### src/rtl/vissplit_pkg.sv
// Correlator constants shared by the split and merge ends of the visibility chain,
// so both sides agree on the frame geometry.
package vissplit_pkg;
  localparam int CORR_LENGTH = 3;
  localparam int CORR_WIDTH  = 7;
endpackage

### src/rtl/vissplit.sv
// Serial-to-parallel visibility splitter: collects LENGTH daisy-chain items into a
// fill register and hands complete frames to a valid/ready hold register.
module vissplit
  import vissplit_pkg::*;
#(
  parameter int LENGTH  = CORR_LENGTH,
  parameter int WIDTH   = CORR_WIDTH,
  parameter bit REVERSE = 1'b1,
  localparam int CW     = $clog2(LENGTH + 1)
) (
  input  logic                    clock,
  input  logic                    reset,
  input  logic                    seq_valid_i,
  input  logic [WIDTH-1:0]        seq_rdata_i,
  input  logic [WIDTH-1:0]        seq_idata_i,
  output logic                    par_valid_o,
  input  logic                    par_ready_i,
  output logic [LENGTH*WIDTH-1:0] par_rdata_o,
  output logic [LENGTH*WIDTH-1:0] par_idata_o,
  output logic [CW-1:0]           fill_count_o,
  output logic                    overflow_o
);

  logic [CW-1:0]                  count_q, count_d;
  logic [LENGTH-1:0][WIDTH-1:0]   fill_r_q, fill_i_q;
  logic [LENGTH-1:0][WIDTH-1:0]   frame_r, frame_i;
  logic [LENGTH-1:0][WIDTH-1:0]   hold_r_q, hold_r_d, hold_i_q, hold_i_d;
  logic                           valid_q, valid_d;
  logic                           ovf_q, ovf_d;
  logic                           complete, xfer;
  int                             slot_idx;

  assign complete = seq_valid_i && (count_q == CW'(LENGTH - 1));
  assign xfer     = complete && (!valid_q || par_ready_i);

  // The fill contents with this cycle's item merged in; this is both the next fill
  // state and, on completion, the frame handed to the hold register.
  always_comb begin
    slot_idx = REVERSE ? int'(count_q) : (LENGTH - 1 - int'(count_q));
    frame_r  = fill_r_q;
    frame_i  = fill_i_q;
    for (int k = 0; k < LENGTH; k++) begin
      if (seq_valid_i && (k == slot_idx)) begin
        frame_r[k] = seq_rdata_i;
        frame_i[k] = seq_idata_i;
      end
    end
  end

  always_comb begin
    count_d  = count_q;
    hold_r_d = hold_r_q;
    hold_i_d = hold_i_q;
    valid_d  = valid_q;
    ovf_d    = ovf_q;
    if (seq_valid_i) count_d = complete ? '0 : count_q + CW'(1);
    if (xfer) begin
      hold_r_d = frame_r;
      hold_i_d = frame_i;
      valid_d  = 1'b1;
    end else if (valid_q && par_ready_i) begin
      valid_d  = 1'b0;
    end
    // A completed frame with nowhere to go is dropped; the held frame stays put.
    if (complete && valid_q && !par_ready_i) ovf_d = 1'b1;
  end

  always_ff @(posedge clock) begin
    if (reset) begin
      count_q  <= '0;
      hold_r_q <= '0;
      hold_i_q <= '0;
      valid_q  <= 1'b0;
      ovf_q    <= 1'b0;
    end else begin
      count_q  <= count_d;
      hold_r_q <= hold_r_d;
      hold_i_q <= hold_i_d;
      valid_q  <= valid_d;
      ovf_q    <= ovf_d;
    end
  end

  // Slot storage needs no reset: the counter defines what is meaningful.
  always_ff @(posedge clock) begin
    if (seq_valid_i) begin
      fill_r_q <= frame_r;
      fill_i_q <= frame_i;
    end
  end

  assign par_valid_o  = valid_q;
  assign par_rdata_o  = hold_r_q;
  assign par_idata_o  = hold_i_q;
  assign fill_count_o = count_q;
  assign overflow_o   = ovf_q;

endmodule

### config.mk
export PLATFORM = sky130hd
export DESIGN_NAME = vissplit
export DESIGN_NICKNAME = d
export VERILOG_FILES = /design/src/rtl/vissplit_pkg.sv /design/src/rtl/vissplit.sv
export SDC_FILE = /design/constraint.sdc
export NUM_CORES = 1
export LEC_CHECK = 0
export ABC_CLOCK_PERIOD_IN_PS = 1400
export BUFFER_PORTS_ARGS = -buffer_cell sky130_fd_sc_hd__buf_2
export CORE_MARGIN = 3
export CORE_UTILIZATION = 45
export CTS_BUF_LIST = sky130_fd_sc_hd__clkbuf_4
export CTS_CLUSTER_SIZE = 40
export DETAILED_ROUTE_END_ITERATION = 7
export HOLD_SLACK_MARGIN = 0.12
export PLACE_DENSITY = 0.81
export SYNTH_ARGS = -nofsm -noshare
export SYNTH_HDL_FRONTEND = slang
export SYNTH_SLANG_ARGS = --single-unit
### constraint.sdc
create_clock -name clock -period 1.4 [get_ports clock]
set_input_delay 0.28 -clock clock [delete_from_list [all_inputs] [get_ports clock]]
set_output_delay 0.28 -clock clock [all_outputs]
set_load 0.01 [all_outputs]
==> summary.md <==
| Metric | Value |
|---|---|
| Type of the worst min-delay path | `input port to register` |
| Status | `complete, no violations` |
| Vias in the first global route | `1983` |
| GP Congestion | `0.738` |
| Endpoint type of the worst setup path | `register` |
| H-tree lvl count | `3` |
| Sequential area share after synthesis | `0.536` |
| Actual slew at the worst max-slew pin | `0.248 ns` |
| Num Clock Sinks | `74` |
| Std cell rows | `30` |
| Most frequent cells in the layout | `nand2b_1, buf_2, dfxtp_1` |
| CTS resizes | `0` |
| Max Clk Rate | `0.735 GHz` |
| CTS clk-pin slew, worst paths | `0.12 ns` |
| Share of layout cells above drive strength 1 | `0.370` |
| LEAKAGE | `1.51 nW` |
| Post-DRT Antenna Nets | `0` |
| Net count, final | `343` |
| Max FO, Critical Path | `7` |
| Register bit total from synthesis | `74` |
| CP Launch Type | `register` |
| Commonest non-fill, non-tap cell in the layout | `nand2b_1` |
| Yosys Warn Count | `0` |
| Largest net degree at the start of global routing | `89` |
| Drt via density | `4.75` |
| Unrepaired setup endpoints after global routing | `yes` |
| Antenna cells | `0` |
| Post-synth cell types | `19` |
| CORE AREA | `6940 µm²` |
| Setup total negative slack | `0 ns` |
| Full die area | `8360 µm²` |
| Fin crit share | `0.972` |
| Setup Skew | `0.0163 ns` |
| Fin util | `0.548` |
| Number of DRC markers in iteration 0 | `103` |
| CP Data Arrival Time | `1.51 ns` |
| Reg-to-reg slack, setup | `0.04 ns` |
| Final wirelength | `5.74 mm` |
| Mean routed wirelength per cell | `13.5 µm` |
| Initial Util | `0.473` |
| Post-CTS Setup Bufs | `0` |
| Cells after Synth | `258` |
| Slew Viols, Final | `0` |
| Final Hold Viols | `0` |
| Io pins | `64` |
| Root Buffer | `clkbuf_4` |
| Antenna violations before repair | `0` |
| First-pass GRT wire length | `9.83 mm` |
| Total of max-cap violations | `0` |
| Drc violations | `0` |
| Tot GR Track Use | `0.146` |
| Final min period | `1.36 ns` |
| Cell Pwr Density | `1020 nW/µm²` |
| Worst Path Class, Setup | `register to register` |
| Insertion delay to the later sink of the worst-skew pair | `0.40 ns` |
| Area grow syn2layout | `15.8%` |
| Worst endpoint required time | `1.55 ns` |
| Hold Buf Count CTS | `0` |
| Drt pass-1 iters | `4` |
| Total CTS buffers | `9` |
| Synthesized Nets | `276` |
| Rel. slew slack | `0.835` |
| Pre-CTS setup slack | `-0.000150 ns` |
| Die Ht | `91.5 µm` |
| DR vias | `2023` |
| Final setup margin | `0.0399 ns` |
| Mapped Area | `3290 µm²` |
| GRT Residual Overflow | `0` |
| Input/output buffers | `63` |
| Avg Cell Area, Syn | `12.7 µm²` |
| Final Setup Violations | `0` |
| Die X | `91.5 µm` |
| Clk buf depth | `2` |
| VDD IR-drop max | `0.000711 V` |
| CTS tree | `done` |
==> cells by family (layout without fill, tap and decap cells) <==
group / Yosys count / in the layout / share of synthesized area
and+or+nand+nor: 92 / 92 / 0.183
muxes: 70 / 70 / 0.224
DFF: 74 / 74 / 0.536
buffers and inverters: 18 / 90 / 0.0491
AOI/OAI and AO/OA: 4 / 4 / 0.00761
==> worst paths after layout <==
kind	startpoint	to	depth (start not counted)
min reg2reg	par_rdata_o[1]$_SDFFE_PP0P_	par_rdata_o[1]$_SDFFE_PP0P_	2
min	seq_rdata_i[3]	par_rdata_o[17]$_SDFFE_PP0P_	3
max	fill_count_o[0]$_SDFFE_PP0P_	fill_r_q[6]$_DFFE_PP_	3
max reg2reg	fill_count_o[0]$_SDFFE_PP0P_	fill_r_q[6]$_DFFE_PP_	3
==> where the power goes <==
part           internal, mW  leakage, nW  switching, mW
clock network         0.413       0.0624          0.683
logic                 0.220        0.800          0.174
registers              2.35        0.646         0.0517
==> flip-flops by register name, indices dropped and copies added (netlist names) <==
register / count
fill_r_q: 14
fill_i_q: 14
par_valid_o: 1
overflow_o: 1
par_rdata_o: 21
fill_count_o: 2
par_idata_o: 21
==> cell type report <==
| type | instances | area [µm²] |
|---|---|---|
| Clock buffer | 12 | 90.1 |
| Clock inverter | 4 | 20.0 |
| Fill cell | 612 | 3140 |
| Inverter | 1 | 3.75 |
| Multi-Input combinational cell | 166 | 1370 |
| Sequential cell | 74 | 1760 |
| Tap cell | 96 | 120 |
| Timing Repair Buffer | 73 | 440 |
==> synthesized netlist by cell type <==
| master | number | area share |
|---|---|---|
| nand2_1 | 1 | 0.0011 |
| nand3b_4 | 1 | 0.0061 |
| clkbuf_1 | 9 | 0.010 |
| mux2_2 | 28 | 0.096 |
| o21ba_2 | 1 | 0.0030 |
| inv_1 | 1 | 0.0011 |
| nand2b_1 | 85 | 0.16 |
| buf_6 | 2 | 0.0069 |
| a21oi_1 | 3 | 0.0046 |
| buf_4 | 1 | 0.0023 |
| dfxtp_1 | 46 | 0.28 |
| clkbuf_8 | 1 | 0.0042 |
| nor3b_4 | 1 | 0.0057 |
| edfxtp_1 | 28 | 0.26 |
| nand3b_2 | 1 | 0.0034 |
| mux2i_1 | 42 | 0.13 |
| nor2_1 | 2 | 0.0023 |
| nor2b_2 | 1 | 0.0027 |
| buf_12 | 4 | 0.024 |
==> routing by layer <==
layer	routed length [µm]	GRT usage	up-vias	share of wire
met5	0	0	-	0
met4	87	0.0641	0	0.015
met3	244	0.0298	8	0.043
met2	2720	0.225	47	0.47
met1	2690	0.199	952	0.47
li1	-	-	1016	-
==> stage by stage <==
step	hold WS, ns	std cells	power [mW]	area, µm²
after global placement	0.455	410	2.83	3700
after detailed placement	0.457	410	2.85	3700
after global routing	0.147	426	4.09	3810
final	0.157	426	3.89	3810
after CTS	0.131	426	3.94	3810
after floorplan	0.392	258	2.70	3290
==> worst max-delay path, stage by stage, from the launching register on <==
cell	delay, ns
dfxtp_2	0.37
nor3b_4	0.20
buf_4	0.19
mux2_2	0.34
Power figures use the tool's default switching activity.
